==> config.mk <==
export PLATFORM = sky130hd
export DESIGN_NAME = fetch_unit_flat
export DESIGN_NICKNAME = d
export VERILOG_FILES = /design/src/rtl/fetch_unit_pkg.sv /design/src/rtl/fetch_unit_if.sv /design/src/rtl/fetch_unit_if_id_reg.sv /design/src/rtl/fetch_unit.sv /design/src/flat_wrapper.sv
export SDC_FILE = /design/constraint.sdc
export NUM_CORES = 1
export LEC_CHECK = 0
export ABC_CLOCK_PERIOD_IN_PS = 4400
export CORE_ASPECT_RATIO = 0.7
export CORE_MARGIN = 2
export CORE_UTILIZATION = 30
export DETAILED_ROUTE_END_ITERATION = 10
export DONT_BUFFER_PORTS = 1
export PLACE_DENSITY_LB_ADDON = 0.12
export SLEW_MARGIN = 20
export SYNTH_ARGS = -nofsm -noshare
export SYNTH_HDL_FRONTEND = slang
export SYNTH_SLANG_ARGS = --single-unit
==> constraint.sdc <==
create_clock -name clk -period 4.4 [get_ports clk]
set_clock_uncertainty 0.2 [all_clocks]
set_input_delay 0 -clock clk [delete_from_list [all_inputs] [get_ports clk]]
set_output_delay 0 -clock clk [all_outputs]
set_load 0.02 [all_outputs]
==> src/rtl/fetch_unit_pkg.sv <==
// Shared fetch-stage types and constants.
package fetch_unit_pkg;

  localparam int unsigned XLEN = 32;

  localparam logic [XLEN-1:0] DEF_PC_RESET = 32'h0000_3000;
  localparam logic [XLEN-1:0] DEF_NOP_INST = 32'h0000_0013;

  typedef enum logic [1:0] {
    IDLE = 2'd0,
    REQ  = 2'd1,
    KILL = 2'd2,
    HOLD = 2'd3
  } fetch_state_e;

  typedef struct packed {
    logic [XLEN-1:0] pc;
    logic [XLEN-1:0] inst;
  } fetch_pkt_t;

  // Instruction fetches are always word aligned.
  function automatic logic [XLEN-1:0] word_align(input logic [XLEN-1:0] a);
    return {a[XLEN-1:2], 2'b00};
  endfunction

endpackage

==> src/rtl/fetch_unit_if.sv <==
// Single-outstanding instruction-memory request/ack bus.
interface fetch_unit_if;
  import fetch_unit_pkg::*;

  logic            imem_req;
  logic [XLEN-1:0] imem_addr;
  logic            imem_ack;
  logic [XLEN-1:0] imem_rdata;

  modport master (output imem_req, output imem_addr, input imem_ack, input imem_rdata);
  modport slave  (input imem_req, input imem_addr, output imem_ack, output imem_rdata);
endinterface

==> src/rtl/fetch_unit_if_id_reg.sv <==
// IF/ID pipeline register: flush > stall > load > bubble.
module if_id_reg
  import fetch_unit_pkg::*;
#(
  parameter logic [XLEN-1:0] NOP_INST = DEF_NOP_INST
) (
  input  logic            clk,
  input  logic            rstn,
  input  logic            flush_i,
  input  logic            stall_i,
  input  logic            load_i,
  input  logic [XLEN-1:0] pc_i,
  input  logic [XLEN-1:0] inst_i,
  output logic [XLEN-1:0] pc_o,
  output logic [XLEN-1:0] inst_o,
  output logic            valid_o
);

  logic [XLEN-1:0] pc_q;
  logic [XLEN-1:0] inst_q;
  logic            valid_q;

  // Register update; a bubble or flush keeps the last PC for debug visibility.
  always_ff @(posedge clk) begin
    if (!rstn) begin
      pc_q    <= '0;
      inst_q  <= NOP_INST;
      valid_q <= 1'b0;
    end else if (flush_i) begin
      inst_q  <= NOP_INST;
      valid_q <= 1'b0;
    end else if (stall_i) begin
      pc_q    <= pc_q;
    end else if (load_i) begin
      pc_q    <= pc_i;
      inst_q  <= inst_i;
      valid_q <= 1'b1;
    end else begin
      inst_q  <= NOP_INST;
      valid_q <= 1'b0;
    end
  end

  assign pc_o    = pc_q;
  assign inst_o  = inst_q;
  assign valid_o = valid_q;

endmodule

==> src/rtl/fetch_unit.sv <==
// Instruction-fetch stage: PC, imem handshake FSM, hold buffer, IF/ID register.
module fetch_unit
  import fetch_unit_pkg::*;
#(
  parameter logic [XLEN-1:0] PC_RESET = DEF_PC_RESET,
  parameter logic [XLEN-1:0] NOP_INST = DEF_NOP_INST
) (
  input  logic             clk,
  input  logic             rstn,
  input  logic             stall_pc,
  input  logic             stall_if_id,
  input  logic             flush_if_id,
  input  logic             npc_sel_ex,
  input  logic [XLEN-1:0]  npc_ex,
  fetch_unit_if.master     imem,
  output logic [XLEN-1:0]  pc_id,
  output logic [XLEN-1:0]  inst_id,
  output logic             valid_id
);

  fetch_state_e    state_q, state_d;
  logic [XLEN-1:0] pc_f_q, pc_f_d;
  logic [XLEN-1:0] redir_pc_q, redir_pc_d;
  fetch_pkt_t      hold_q, hold_d;
  logic            req_q, req_d;

  logic            ifid_load_c;
  logic            ifid_hold_c;
  fetch_pkt_t      ifid_pkt_c;
  logic [XLEN-1:0] npc_c;

  // State, PC, redirect target, hold buffer and request flag.
  always_ff @(posedge clk) begin
    if (!rstn) begin
      state_q    <= IDLE;
      pc_f_q     <= PC_RESET;
      redir_pc_q <= '0;
      hold_q     <= '0;
      req_q      <= 1'b0;
    end else begin
      state_q    <= state_d;
      pc_f_q     <= pc_f_d;
      redir_pc_q <= redir_pc_d;
      hold_q     <= hold_d;
      req_q      <= req_d;
    end
  end

  // Next-state and IF/ID control; a redirect always wins over a PC stall.
  always_comb begin
    state_d         = state_q;
    pc_f_d          = pc_f_q;
    redir_pc_d      = redir_pc_q;
    hold_d          = hold_q;
    ifid_load_c     = 1'b0;
    ifid_hold_c     = 1'b0;
    ifid_pkt_c.pc   = pc_f_q;
    ifid_pkt_c.inst = imem.imem_rdata;
    npc_c           = word_align(npc_ex);

    unique case (state_q)
      IDLE: begin
        state_d = REQ;
      end
      REQ: begin
        if (imem.imem_ack) begin
          if (npc_sel_ex) begin
            pc_f_d = npc_c;
          end else if (stall_pc || stall_if_id) begin
            hold_d.pc   = pc_f_q;
            hold_d.inst = imem.imem_rdata;
            ifid_hold_c = 1'b1;
            state_d     = HOLD;
          end else begin
            ifid_load_c = 1'b1;
            pc_f_d      = pc_f_q + XLEN'(4);
          end
        end else if (npc_sel_ex) begin
          redir_pc_d = npc_c;
          state_d    = KILL;
        end
      end
      KILL: begin
        if (imem.imem_ack) begin
          pc_f_d  = npc_sel_ex ? npc_c : redir_pc_q;
          state_d = REQ;
        end else if (npc_sel_ex) begin
          redir_pc_d = npc_c;
        end
      end
      HOLD: begin
        if (npc_sel_ex) begin
          pc_f_d  = npc_c;
          state_d = REQ;
        end else if (!stall_pc && !stall_if_id) begin
          ifid_pkt_c  = hold_q;
          ifid_load_c = 1'b1;
          pc_f_d      = hold_q.pc + XLEN'(4);
          state_d     = REQ;
        end
      end
      default: begin
        state_d = IDLE;
      end
    endcase

    req_d = (state_d == REQ) || (state_d == KILL);
  end

  assign imem.imem_req  = req_q;
  assign imem.imem_addr = pc_f_q;

  if_id_reg #(
    .NOP_INST (NOP_INST)
  ) u_if_id_reg (
    .clk     (clk),
    .rstn    (rstn),
    .flush_i (flush_if_id),
    .stall_i (stall_if_id | ifid_hold_c),
    .load_i  (ifid_load_c),
    .pc_i    (ifid_pkt_c.pc),
    .inst_i  (ifid_pkt_c.inst),
    .pc_o    (pc_id),
    .inst_o  (inst_id),
    .valid_o (valid_id)
  );

endmodule
==> src/flat_wrapper.sv <==
// flat-port wrapper written by rule: the top's interface ports become plain ports
module fetch_unit_flat import fetch_unit_pkg::*;
#(
  parameter logic [XLEN-1:0] PC_RESET = DEF_PC_RESET,
  parameter logic [XLEN-1:0] NOP_INST = DEF_NOP_INST
)
  (clk, rstn, stall_pc, stall_if_id, flush_if_id, npc_sel_ex, npc_ex, pc_id, inst_id, valid_id, imem_imem_req, imem_imem_addr, imem_imem_ack, imem_imem_rdata);
  fetch_unit_if imem_i ();
  input  logic clk;
  input  logic rstn;
  input  logic stall_pc;
  input  logic stall_if_id;
  input  logic flush_if_id;
  input  logic npc_sel_ex;
  input  logic [XLEN-1:0] npc_ex;
  output logic [XLEN-1:0] pc_id;
  output logic [XLEN-1:0] inst_id;
  output logic valid_id;
  output wire logic [$bits(imem_i.imem_req)-1:0] imem_imem_req;
  output wire logic [$bits(imem_i.imem_addr)-1:0] imem_imem_addr;
  input wire logic [$bits(imem_i.imem_ack)-1:0] imem_imem_ack;
  input wire logic [$bits(imem_i.imem_rdata)-1:0] imem_imem_rdata;
  assign imem_imem_req = imem_i.imem_req;
  assign imem_imem_addr = imem_i.imem_addr;
  assign imem_i.imem_ack = imem_imem_ack;
  assign imem_i.imem_rdata = imem_imem_rdata;
  fetch_unit #(.PC_RESET(PC_RESET), .NOP_INST(NOP_INST)) u_core (.clk(clk), .rstn(rstn), .stall_pc(stall_pc), .stall_if_id(stall_if_id), .flush_if_id(flush_if_id), .npc_sel_ex(npc_sel_ex), .npc_ex(npc_ex), .imem(imem_i), .pc_id(pc_id), .inst_id(inst_id), .valid_id(valid_id));
endmodule
Word-level counts from Yosys, hierarchy flattened
Cells that the tools add are included.
{"block": "totals", "ff_bits": 196, "latch_bits": 0, "ram_bits": 0, "romBits": 0, "inputBits": 71, "output_inout_bits": 98, "wordCells": 70, "n_memories": 0}
{"block": "op_classes", "n_addsub": 2, "n_mul": 0, "div": 0, "magnitude_cmp": 0, "n_eq_ne": 9, "n_shift": 0, "n_mux": 31, "n_bitwise": 6, "reduce_logical": 13}
{"op": "2-to-1 mux 32 bit", "count": 8}
{"op": "2-to-1 mux 64 bit", "count": 3}
{"op": "one-hot mux 32 bit (3 select lines)", "count": 1}
{"op": "adder 32 x 3 -> 32 bit (second input constant)", "count": 2}
{"op": "2-to-1 mux 2 bit", "count": 7}
{"op": "2-to-1 mux 1 bit", "count": 10}
{"op": "one-hot mux 2 bit (4 select lines)", "count": 1}
{"op": "== test 2 bit (second input constant)", "count": 3}
{"op": "inverter 1 bit", "count": 5}
{"op": "AND reduction 5 bit", "count": 1}
{"op": "== test 2 x 1 -> 1 bit (second input constant)", "count": 2}
{"op": "!= test 2 bit (second input constant)", "count": 2}
{"op": "AND reduction 4 bit", "count": 1}
{"op": "OR reduction 2 bit", "count": 2}
{"op": "!= test 3 x 2 -> 1 bit (second input constant)", "count": 1}
{"op": "!= test 3 bit (second input constant)", "count": 1}
{"op": "AND reduction 3 bit", "count": 1}
{"op": "nonzero test 3 bit", "count": 1}
{"op": "logical NOT 1 bit", "count": 2}
{"op": "logical NOT 2 bit", "count": 1}
{"op": "logical OR 1 bit", "count": 2}
{"op": "one-hot mux 1 bit (2 select lines)", "count": 1}
{"op": "AND reduction 2 bit", "count": 1}
{"op": "logical AND 1 bit", "count": 1}
{"op": "OR 1 bit", "count": 1}

Longest topological paths before layout
Gate-level depths: netlist of the first run.
{"block": "logic_depth", "word_depth": 8, "mapped_depth": 10, "depth_no_buf": 8}

Modules after synthesis
From an unflattened synthesis of the first run, not the netlist that was laid out.
{"block": "hier_totals", "cells_unflattened": 1253, "hier_area_um2": 10247.3}
{"module": "fetch_unit", "n_inst": 1, "cells_each": 967, "area_per_inst_um2": 7641.1, "seq_area_each_um2": 2622.5}
{"module": "if_id_reg", "n_inst": 1, "cells_each": 286, "area_per_inst_um2": 2606.2, "seq_area_each_um2": 1301.2}

Worst setup path after synthesis of the first run
No wires, ideal clock.
{"block": "synth_path", "path_kind": "reg2reg", "startpoint": "register u_core.pc_f_q[2] (netlist: u_core.imem.imem_addr[2])", "endpoint": "register u_core.pc_f_q[20] (netlist: u_core.imem.imem_addr[20])", "t_arrival_ns": 1.919, "required_ns": 4.068, "path_slack_ns": 2.149, "path_stages_with_launch": 8, "n_path_buf": 0, "period_less_slack_ns": 2.251, "cell_sequence": "dfxtp_1 -> ha_1 -> nand3_2 -> nor3_1 -> nand4_1 -> xnor2_1 -> a221oi_1 -> a21oi_1"}
{"block": "synth_between", "elab_chain_len": 5}
{"element": "from (decl)", "line": "fetch_unit.sv:22", "text": "logic [XLEN-1:0] pc_f_q, pc_f_d;"}
{"element": "from (signal assigned)", "line": "fetch_unit.sv:42", "text": "pc_f_q <= pc_f_d;"}
{"element": "adder 32 x 3 -> 32 bit", "line": "fetch_unit.sv:76", "text": "pc_f_d = pc_f_q + XLEN'(4);"}
{"element": "2-to-1 mux 32 bit", "line": "fetch_unit.sv:69", "text": "end else if (stall_pc || stall_if_id) begin"}
{"element": "2-to-1 mux 32 bit", "line": "fetch_unit.sv:67", "text": "if (npc_sel_ex) begin"}
{"element": "2-to-1 mux 32 bit", "line": "fetch_unit.sv:66", "text": "if (imem.imem_ack) begin"}
{"element": "one-hot mux 32 bit (3 select lines)", "line": "fetch_unit.sv:61", "text": "unique case (state_q)"}
Every way passes these cells. The select of a mux whose other input is x is not followed.
A chain may end at the register's enable or synchronous reset.

Worst setup path in the final report of the first run
{"block": "layout_path", "startpoint": "register u_core.state_q[0]", "endpoint": "register u_core.pc_f_q[13] (netlist: u_core.imem.imem_addr[13])"}
{"block": "layout_between", "elab_chain_len": 3, "word_cells_on_any_way": 10}
{"element": "from (decl)", "line": "fetch_unit.sv:21", "text": "fetch_state_e state_q, state_d;"}
{"element": "from (signal assigned)", "line": "fetch_unit.sv:41", "text": "state_q <= state_d;"}
{"element": "== test 2 bit / == test 2 x 1 -> 1 bit (equally long branches)", "line": "fetch_unit.sv:61"}
{"element": "!= test 3 x 2 -> 1 bit (no source line), or another cell as far along"}
{"element": "AND reduction 5 bit (no source line)"}
Several ways; a longest one is shown, not always the timed one.

==> results of run 1 <==
## report_power, final
part | switching, mW | internal (mW) | total, mW
Combinational | 0.200 | 0.160 | 0.360
Sequential | 0.118 | 1.82 | 1.94
Clock | 0.781 | 0.756 | 1.54
## synth_stat cells, drive strengths merged, types with 2 or more instances
| cell type | number | area, um^2 |
|---|---|---|
| mux2i | 2 | 20.0 |
| o22ai | 10 | 62.6 |
| o221a | 2 | 22.5 |
| and4 | 5 | 46.3 |
| nand4 | 14 | 124 |
| dfxtp | 196 | 3920 |
| xnor2 | 21 | 184 |
| a221oi | 10 | 87.6 |
| a21boi | 100 | 751 |
| a2111oi | 2 | 17.5 |
| nor3b | 2 | 15.0 |
| nand3 | 52 | 270 |
| nor3 | 16 | 95.1 |
| xor2 | 16 | 140 |
| o221ai | 3 | 26.3 |
| o211a | 34 | 340 |
| a31oi | 6 | 37.5 |
| nand2 | 381 | 1430 |
| and3 | 14 | 87.6 |
| buf | 31 | 149 |
| ha | 6 | 75.1 |
| inv | 13 | 48.8 |
| and2 | 5 | 31.3 |
| o211ai | 14 | 105 |
| or3 | 3 | 18.8 |
| a22oi | 5 | 37.5 |
| a21oi | 97 | 485 |
| clkbuf | 74 | 283 |
| nor2 | 68 | 263 |
| nand2b | 5 | 31.3 |
| o311ai | 2 | 17.5 |
| a211oi | 2 | 15.0 |
| nor2b | 5 | 31.3 |
| o21ai | 49 | 245 |
| nor4 | 12 | 105 |
| o31ai | 5 | 37.5 |
## logic make-up after synthesis
family | after synthesis | synth area share (%)
and+or+nand+nor | 585 | 26.4
DFF | 196 | 40.2
muxes | 2 | 0.205
AOI/OAI and AO/OA | 349 | 24.2
buffers and inverters | 118 | 4.92
xor gates and xnor gates | 37 | 3.32
adders and majority gates | 6 | 0.769
## repair_timing
item / CTS / global route
hold buffers: 137 / 0
endpoints found under the hold margin: 196 / 0
buffers inserted: 0 / 0
## metal layers
| metal | vias up | share of wire (%) |
|---|---|---|
| li1 | 4589 | - |
| met1 | 4424 | 55 |
| met2 | 199 | 39 |
| met3 | 9 | 5.4 |
| met4 | 0 | 0.58 |
| met5 | - | 0 |
## placed cells by master, fill, tap and decap left out, drive strengths merged, types with 6 or more instances in the layout
cell         instances
a21boi             100
a21oi               97
a221oi              10
a31oi                6
and3                14
buf                 20
clkbuf              18
dfxtp              196
dlygate4sd3        135
ha                   6
inv                 20
nand2              381
nand3               52
nand4               14
nor2                68
nor3                16
nor4                12
o211a               34
o211ai              14
o21ai               49
o22ai               10
xnor2               21
xor2                16
## flip-flops by register name, indices dropped and copies added (netlist names)
signal                      count
u_core.imem.imem_req            1
u_core.u_if_id_reg.inst_o      32
u_core.imem.imem_addr          32
u_core.hold_q                  64
u_core.u_if_id_reg.valid_o      1
u_core.state_q                  2
u_core.u_if_id_reg.pc_o        32
u_core.redir_pc_q              32
## metrics by stage
step	std cells	power [mW]
2_1_floorplan	1293	2.14
3_3_place_gp	1633	2.21
3_5_place_dp	1633	2.21
4_1_cts	1802	3.89
5_1_grt	1802	4.01
6_report	1802	3.83
## critical path: cells and delay by family (launching register included)
| kind | cells | cell delay [ns] |
|---|---|---|
| adder cells (fa/ha/maj) | 1 | 0.22 |
| flip-flops | 1 | 0.46 |
| AO/OA/AOI/OAI | 3 | 0.60 |
| buffers and inverters | 4 | 1.45 |
| AND/OR/NAND/NOR | 1 | 0.74 |
## area by class of cell
| cell class | count | area [um^2] | area share, % |
|---|---|---|---|
| clock buffers | 18 | 439 | 3.67 |
| repair buffers | 155 | 1540 | 12.9 |
| well taps | 427 | 534 | 4.46 |
| flip-flops and latches | 196 | 3920 | 32.8 |
| inverters | 13 | 48.8 | 0.408 |
| clock inverters | 14 | 116 | 0.972 |
| multi-input cells | 979 | 5370 | 44.8 |
## worst min path at each step
stage	to	from	cells after the start	slack, ns
2_1_floorplan	u_core.u_if_id_reg.inst_o[0]	flush_if_id	2	-0.09
3_3_place_gp	u_core.imem.imem_addr[12]	rstn	1	-0.08
3_5_place_dp	u_core.u_if_id_reg.inst_o[1]	flush_if_id	2	-0.07
4_1_cts	u_core.redir_pc_q[24]	rstn	2	0.01
5_1_grt	u_core.redir_pc_q[20]	rstn	2	0.03
6_report	u_core.redir_pc_q[28]	rstn	2	0.05
==> key figures, run 1 <==
Worst setup path
  – Worst EP arrival: roughly 4 ns
  – Required time worst endpoint: between 4 and 5 ns
  – Critical-path cell list: inv_1 -> ha_1 -> buf_4 -> or3_1 -> o31ai_1 -> a21oi_1 -> dlygate4sd3_1 -> o211ai_1 -> dlygate4sd3_1
  – Setup Crit Path Kind: reg -> reg
  – Crit path max fanout: 23
  – Setup crit end kind: flop
  – Startpoint types: flop
  – Flop2flop setup slack: about 0.65 ns
  – Worst path max stage delay: 0.74 ns
  – Worst Setup EP: u_core.imem.imem_addr[13]
  – Worst R2R Path Depth: 9
  – Most common cell on crit path: dlygate4sd3_1
  – Slowest cell on crit path: or3_1
  – Reg2Reg Capture Point: u_core.imem.imem_addr[13]
  – Worst reg2reg startpoint: u_core.state_q[0]
  – Crit path launch: u_core.state_q[0]

Timing
  – Slew @ Worst Pin: about 0.95 ns
  – Rel. slew slack: a little over a third
  – Final Hold Vio Count: 0
  – Setup-failing EPs final: 0
  – Final Cycle Share: 85.2%
  – RSZ-0062 raised after global routing: false
  – Final Critical Period: about 3.7 ns
  – Worst hold slack: roughly 0.050 ns
  – Fin Setup TNS: 0 ns
  – Fmax: around 270 MHz
  – Pins Over Slew Limit: 0
  – Final setup margin: around 0.65 ns

CTS
  – CTS Root Cell: clkbuf_16
  – TritonCTS clock tree: built
  – Sinks on Clock Net: 196
  – Num CTS Buffers: 17
  – Maximum root-to-sink buffer count: 2
  – Clk_lat worst skew: between 0.4 and 0.5 ns
  – Clock transition at path regs: 0.08 ns
  – H-Tree Depth: 4
  – Post_cts resized: 0

Routing
  – Initial DRC Count: between 700 and 800
  – Drt first pass iters: 5
  – Vias per std cell: 5.12
  – Routed WL: between 30,000 and 40,000 um
  – # DRC: 0
  – Final ANT Viol Nets: 0
  – DR vias: ~9,200
  – Detailed-route wire length per cell: approximately 19 um

Finish
  – Post-route cell area: between 10,000 and 15,000 um^2
  – Share of cells above drive strength 1: 5.02%
  – Synthesis-to-layout area growth: 22.7%
  – # fillers: 3,314
  – Final net count: 1,439
  – Post-layout util: 37.3%
  – Ant diodes: 0

Synthesis
  – Synth Instances: ~1,300
  – Synth Cell Area: 9760 um^2
  – EDFF count, synth: 0
  – Mapped Nets: around 1,400
  – Yosys Warn Count: 0
  – Post-synth top flop: dfxtp_1
  – #FFs+latches synth: ~200
  – Register area share after synthesis: 40.2%
  – FFs w/ async S/R, synth: 0%
  – Syn Area/Cell: around 7.5 um^2
  – Post-synth cell types: between 50 and 60

Placement
  – Final GP Congestion: 0.783
  – Place WS: between 1 and 1.5 ns
  – DP HPWL: approximately 22,000 um
  – DP Area: approximately 10,000 um^2
  – PortBufs: 0

Power
  – Max IR drop VDD: 0.238 mV
  – Static leakage: roughly 4.5 nW
  – Cell Pwr Density: 320 nW/um^2

Die
  – Chip Width: 220 um
  – Core footprint: between 30,000 and 40,000 um^2
  – Die height: between 150 and 200 um
  – Placement row count: between 50 and 60
  – Total Die Area: between 30,000 and 40,000 um^2
  – Num ports: around 170
  – Starting Density: between 30% and 40%

Global route
  – Vias in the first global route: about 8,500
  – GRT Max-Usage Layer: met1
  – Initial antenna violation count: 0
  – First-pass GRT wire length: roughly 53,000 um
  – Grt total ovfl: 0
  – Overall Global Routing Usage: between 20 and 25%
  – GRT met2 Usage: 26.8%
  – Met3 GRT Util: 4.38%
  – Largest net degree at the start of global routing: around 170
  – M1 GR Usage: between 30% and 40%

Run
  – Max cap viols: 0

Min path
  – Hold crit path type: in -> reg

Outcome
  – Status: finished, final reports clean
(Power assumes the default switching activity.)
==> inputs of run 2 (changes only) <==
--- a/config.mk
+++ b/config.mk
@@ -6,12 +6,14 @@
 export NUM_CORES = 1
 export LEC_CHECK = 0
 export ABC_CLOCK_PERIOD_IN_PS = 4400
-export CORE_ASPECT_RATIO = 0.7
+export CORE_ASPECT_RATIO = 1.5
 export CORE_MARGIN = 2
 export CORE_UTILIZATION = 30
 export DETAILED_ROUTE_END_ITERATION = 10
 export DONT_BUFFER_PORTS = 1
 export PLACE_DENSITY_LB_ADDON = 0.12
+export SETUP_SLACK_MARGIN = 0.15
+export SKIP_LAST_GASP = 1
 export SLEW_MARGIN = 20
 export SYNTH_ARGS = -nofsm -noshare
 export SYNTH_HDL_FRONTEND = slang
==> run 2 against run 1 <==
Net effect: cell count down 2.7%; via count down 0.89%; sequential power about the same; routed wire length up 1.4%; power up 3.0%; count of clock-buffer cells in the layout unchanged; clock power up 8%; non-clock buffer count down 31.
==> key figures, run 2 (synthesis gave the netlist of run 1 again) <==
Outcome
  – Status: finished, final reports clean

Timing
  – RSZ-0062 raised after global routing: false
  – Final setup margin: 0.506 ns (-0.145 ns)
  – Final Hold Vio Count: 0 (unchanged)
  – Fmax: 257 MHz (-3.7%)
  – Slew @ Worst Pin: 0.925 ns (-0.0256 ns)
  – Rel. slew slack: 38.3% (+1.7 points)
  – Final Cycle Share: 88.5% (+3.3 points)
  – Fin Setup TNS: 0 ns (unchanged)
  – Pins Over Slew Limit: 0 (unchanged)
  – Final Critical Period: 3.89 ns (+0.145 ns)
  – Setup-failing EPs final: 0 (unchanged)

Finish
  – Share of cells above drive strength 1: 5.28% (+0.26 points)
  – Largest reg by FF count: u_core.hold_q
  – Largest register FFs: 64 (unchanged)
  – Synthesis-to-layout area growth: 19.9%
  – Post-route cell area: 11,700 um^2 (-2.3%)
  – Final net count: 1,408 (-2.2%)
  – Most frequent cells in the layout: 380 x nand2_1, 196 x dfxtp_1, 102 x dlygate4sd3_1, 100 x a21boi_0, 97 x a21oi_1
  – Commonest non-fill, non-tap cell in the layout: nand2_1
  – # fillers: 3,340 (+0.78%)
  – Ant diodes: 0 (unchanged)

Routing
  – Final ANT Viol Nets: 0 (unchanged)
  – Drt first pass iters: 5 (unchanged)
  – Vias per std cell: 5.21 (+1.8%)
  – # DRC: 0 (unchanged)
  – Routed WL: 35,000 um (+1.4%)
  – DR vias: 9,139 (-0.89%)
  – Initial DRC Count: 509 (-32%)
  – Detailed-route wire length per cell: 19.9 um (+4.1%)

Die
  – Placement row count: 80 (+45%)
  – Core footprint: 31,900 um^2 (-0.64%)
  – Starting Density: 30.6% (+0.20 points)
  – Chip Width: 151 um (-31%)
  – Total Die Area: 34,000 um^2 (about the same)
  – Num ports: 169 (unchanged)
  – Die height: 225 um (+45%)

Min path
  – Hold Startpoint: npc_sel_ex
  – Hold crit path type: in -> reg

Worst setup path
  – Required time worst endpoint: 4.55 ns (-0.05 ns)
  – Crit path max fanout: 38 (+65%)
  – Worst path max stage delay: 0.76 ns (+0.02 ns)
  – Setup Crit Path Kind: reg -> reg
  – Critical-path cell list: inv_1 -> ha_1 -> buf_4 -> or3_1 -> o22ai_1 -> a2111oi_0 -> dlygate4sd3_1 -> o21ai_0 -> dlygate4sd3_1
  – Setup crit end kind: flop
  – Slowest cell on crit path: or3_1
  – Startpoint types: flop
  – Most common cell on crit path: dlygate4sd3_1
  – Worst reg2reg startpoint: u_core.state_q[0]
  – Flop2flop setup slack: 0.51 ns (-0.15 ns)
  – Worst EP arrival: 4.04 ns (+0.10 ns)
  – Crit path launch: u_core.state_q[0]

Placement
  – PortBufs: 0 (unchanged)
  – Final GP Congestion: 0.804 (+2.7%)
  – DP Area: 10,000 um^2 (unchanged)
  – DP HPWL: 22,800 um (+3.1%)
  – Place WS: 1.17 ns (-0.272 ns)

Run
  – Max cap viols: 0 (unchanged)

CTS
  – Clock transition at path regs: 0.07 ns (about the same)
  – H-Tree Depth: 4 (unchanged)
  – TritonCTS clock tree: built
  – Num CTS Buffers: 17 (unchanged)
  – Sinks on Clock Net: 196 (unchanged)
  – Clk_lat worst skew: 0.46 ns (about the same)
  – Postcts setup bufs: 0 (unchanged)
  – Maximum root-to-sink buffer count: 2 (unchanged)
  – CTS Root Cell: clkbuf_16

Global route
  – Largest net degree at the start of global routing: 172 (+3.6%)
  – First-pass GRT wire length: 53,800 um (+2.2%)
  – Grt total ovfl: 0 (unchanged)
  – Overall Global Routing Usage: 20.9% (+0.67 points)
  – Initial antenna violation count: 0 (unchanged)
  – Vias in the first global route: 9,072 (+6.6%)

Power
  – Cell Pwr Density: 338 nW/um^2 (+5.4%)
  – Max IR drop VDD: 0.270 mV (+13%)
  – Static leakage: 4.36 nW (-3.7%)
[run 2: cell types whose count changed in the layout (fill, tap and decap cells not counted), sizes merged]
cell and change:
buf +2, bufinv +3, clkinvlp +1, dlygate4sd3 -33, inv -4
[run 2: layer usage]
layer  wire, um  vias to the layer above  track usage [%]
li1           -                     4519                -
met1      13000                     4385             21.8
met2      19000                      201             39.6
met3       2150                       34             5.46
met4        828                        0             7.18
met5          0                        -                0
[run 2: final cells by class]
| class | instances | area (um^2) | share of cell area (%) |
|---|---|---|---|
| repair buffers | 124 | 1240 | 10.6 |
| clock inverters | 14 | 178 | 1.52 |
| clock buffers | 18 | 429 | 3.67 |
| well taps | 410 | 513 | 4.39 |
| inverters | 13 | 48.8 | 0.417 |
| multi-input cells | 979 | 5370 | 45.9 |
| flip-flops and latches | 196 | 3920 | 33.5 |
[run 2: through the flow]
step                      util [%]  instances  total power [mW]  hold slack, ns
after CTS                     36.6       1754              4.00         0.00194
after floorplan                  -       1293              2.14         -0.0859
after global placement        31.3       1617              2.21         -0.0735
after detailed placement      31.3       1617              2.22         -0.0744
after global routing          36.6       1754              4.11          0.0646
final                         36.6       1754              3.95          0.0147
[run 2: worst paths after layout]
check                              endpoint  cells past startpoint
setup / recovery  u_core.imem.imem_addr[12]                      9
hold / removal     u_core.imem.imem_addr[9]                      5
setup reg to reg  u_core.imem.imem_addr[12]                      9
hold reg to reg       u_core.redir_pc_q[21]                      2
[run 2: what timing repair did]
| action | in CTS | in global routing |
|---|---|---|
| gates resized for setup | 0 | 0 |
| endpoints found under the hold margin | 196 | 0 |
| hold buffers | 105 | 0 |
[run 2: power breakdown]
part	leakage, nW	internal, mW	switching, mW
logic	2.49	0.151	0.202
registers	1.59	1.82	0.114
clock network	0.284	0.901	0.761
total	4.36	2.87	1.08
[run 2: worst max-delay path: cells and delay by family, from the launching register on]
| family | cells | cell delay [ns] |
|---|---|---|
| buffers and inverters | 4 | 1.70 |
| flip-flops | 1 | 0.37 |
| AND/OR/NAND/NOR | 1 | 0.76 |
| adder cells (fa/ha/maj) | 1 | 0.16 |
| AO/OA/AOI/OAI | 3 | 0.57 |
==> inputs of run 3 (changes only) <==
--- a/config.mk
+++ b/config.mk
@@ -6,12 +6,12 @@
 export NUM_CORES = 1
 export LEC_CHECK = 0
 export ABC_CLOCK_PERIOD_IN_PS = 4400
-export CORE_ASPECT_RATIO = 1.5
+export CORE_ASPECT_RATIO = 1.75
 export CORE_MARGIN = 2
 export CORE_UTILIZATION = 30
 export DETAILED_ROUTE_END_ITERATION = 10
 export DONT_BUFFER_PORTS = 1
-export PLACE_DENSITY_LB_ADDON = 0.12
+export PLACE_DENSITY = 0.51
 export SETUP_SLACK_MARGIN = 0.15
 export SKIP_LAST_GASP = 1
 export SLEW_MARGIN = 20
==> run 3 against run 2 <==
Net effect: global-route usage shrank 0.91 points; cell count shrank 0.40%; register-to-register slack gained 0.07 ns; critical endpoint is now u_core.imem.imem_addr[13]; count of clock-buffer cells in the layout is the same; power grew 0.53%; highest routed layer unchanged; combinational power grew 2%.
==> key figures, run 3 (synthesis gave the netlist of run 1 again) <==
Timing
  – RSZ-0062 raised after global routing: false
  – Final Cycle Share: 86.9% (-1.6 points)
  – Rel. slew slack: 27.0% (-11 points)
  – Fmax: 261 MHz (+1.8%)
  – Slew @ Worst Pin: 1.09 ns (+0.170 ns)
  – Pins Over Slew Limit: 0 (unchanged)
  – Final Critical Period: 3.82 ns (-0.0691 ns)
  – Setup-failing EPs final: 0 (unchanged)
  – Final Hold Vio Count: 0 (unchanged)
  – Fin Setup TNS: 0 ns (unchanged)

Power
  – Sequential power share: 48.5% (-0.5 points)
  – Psw: 1.04 mW (-3.0%)
  – Cell Pwr Density: 338 nW/um^2 (+0.11%)
  – PnR Total Power: 3.97 mW (+0.53%)
  – Max IR drop VDD: 0.262 mV (-3.0%)
  – Clock Power Share: 42.4% (+0.3 points)
  – Combinational share of power: 9.0% (about the same)
  – Static leakage: 4.40 nW (+0.99%)
  – Internal power: 2.93 mW (+1.9%)
  – Switching fraction of total power: 26.3% (-0.97 points)

Die
  – Num ports: 169 (unchanged)
  – Total Die Area: 34,000 um^2 (about the same)
  – Starting Density: 30.4% (-0.17 points)
  – Chip Width: 140 um (-7.2%)
  – Die height: 243 um (+7.9%)
  – Core footprint: 32,100 um^2 (+0.57%)
  – Placement row count: 87 (+8.8%)

Finish
  – Share of cells above drive strength 1: 4.83% (-0.45 points)
  – Synthesis-to-layout area growth: 20.4%
  – Most frequent cells in the layout: 380 x nand2_1, 196 x dfxtp_1, 110 x dlygate4sd3_1, 100 x a21boi_0, 97 x a21oi_1
  – Post-layout util: 36.6% (-0.051 points)
  – Largest reg by FF count: u_core.hold_q
  – Largest register FFs: 64 (unchanged)
  – Final net count: 1,412 (+0.28%)
  – Commonest non-fill, non-tap cell in the layout: nand2_1

Worst setup path
  – Worst R2R Path Depth: 12 (+3)
  – Setup Crit Path Kind: reg -> reg
  – Crit path max fanout: 35 (-7.9%)
  – Worst EP arrival: 3.97 ns (-0.07 ns)
  – Required time worst endpoint: 4.54 ns (about the same)
  – Startpoint types: flop
  – Setup crit end kind: flop

Routing
  – DR vias: 9,171 (+0.35%)
  – Vias per std cell: 5.25 (+0.75%)
  – Detailed-route wire length per cell: 19.7 um (-1.4%)
  – Initial DRC Count: 473 (-7.1%)
  – Drt first pass iters: 4 (-1)
  – Final ANT Viol Nets: 0 (unchanged)
  – Routed WL: 34,300 um (-1.8%)
  – # DRC: 0 (unchanged)

CTS
  – H-Tree Depth: 4 (unchanged)
  – Postcts setup bufs: 0 (unchanged)
  – CTS Root Cell: clkbuf_16
  – Clk_lat worst skew: 0.45 ns (about the same)
  – Num CTS Buffers: 17 (unchanged)
  – Clock transition at path regs: 0.07 ns (about the same)
  – Sinks on Clock Net: 196 (unchanged)
  – TritonCTS clock tree: built
  – Maximum root-to-sink buffer count: 2 (unchanged)

Global route
  – Overall Global Routing Usage: 20.0% (-0.91 points)
  – Vias in the first global route: 9,041 (-0.34%)
  – First-pass GRT wire length: 52,300 um (-2.7%)
  – Largest net degree at the start of global routing: 172 (unchanged)
  – Initial antenna violation count: 1 (+1)
  – Grt total ovfl: 0 (unchanged)

Placement
  – Final GP Congestion: 0.825 (+2.6%)
  – PortBufs: 0 (unchanged)
  – DP HPWL: 22,800 um (about the same)

Outcome
  – Status: finished, final reports clean

Run
  – Max cap viols: 0 (unchanged)

Min path
  – Hold crit path type: in -> reg
  – Hold Path Cell Cnt: 5 (unchanged)
## run 3: per-stage QoR
step | area [um^2] | cells | setup slack [ns] | hold slack (ns)
2_1_floorplan | 9760 | 1293 | 2.15 | -0.0859
3_3_place_gp | 9990 | 1604 | 1.27 | -0.0714
3_5_place_dp | 9990 | 1604 | 1.25 | -0.0735
4_1_cts | 11700 | 1746 | 0.379 | 0.00582
5_1_grt | 11700 | 1747 | 0.351 | 0.0109
6_report | 11700 | 1747 | 0.576 | 0.0337
## run 3: layer usage
metal | vias to the layer above | share of wire, % | track usage [%]
met2 | 216 | 54 | 37.9
met3 | 67 | 5.0 | 4.68
li1 | 4532 | - | -
met5 | - | 0 | 0
met1 | 4356 | 35 | 19.3
met4 | 0 | 5.6 | 11.9
## run 3: final timing paths
check / from / endpoint / slack, ns
worst max-delay path: u_core.state_q[0] / u_core.imem.imem_addr[13] / 0.58
worst min-delay path: npc_sel_ex / u_core.imem.imem_addr[14] / 0.03
worst max register to register: u_core.state_q[0] / u_core.imem.imem_addr[13] / 0.58
worst min register to register: u_core.hold_q[17] / u_core.hold_q[17] / 0.26
## run 3: power by group through the flow
stage          Combinational, mW  Sequential (mW)  Clock [mW]
2_1_floorplan              0.213             1.93           0
3_3_place_gp               0.237             1.97           0
3_5_place_dp               0.242             1.97           0
4_1_cts                    0.361             1.93        1.74
5_1_grt                    0.396             1.93        1.81
6_report                   0.359             1.93        1.68
## run 3: worst max-delay path, cell delays in order, from the launching register on
cell,delay (ns)
dfxtp_1,0.45
inv_1,0.11
ha_1,0.27
buf_4,0.29
nand2_1,0.12
nor2_1,0.04
a21oi_1,0.16
dlygate4sd3_1,0.61
o31ai_1,0.08
a21oi_1,0.14
dlygate4sd3_1,0.57
o211ai_1,0.08
dlygate4sd3_1,0.59
## run 3: final cells by class
| class | count | area (um^2) |
|---|---|---|
| fillers | 3327 | 20400 |
| multi-input cells | 979 | 5370 |
| flip-flops and latches | 196 | 3920 |
| repair buffers | 128 | 1290 |
| well taps | 400 | 500 |
| clock buffers | 18 | 429 |
| clock inverters | 12 | 179 |
| inverters | 13 | 48.8 |
| diodes | 1 | 2.50 |
## run 3: repair_timing
action	in CTS	in global routing
setup endpoints to repair	0	2
hold buffers	112	0
resized for setup	0	1
hold endpoints to repair	196	0
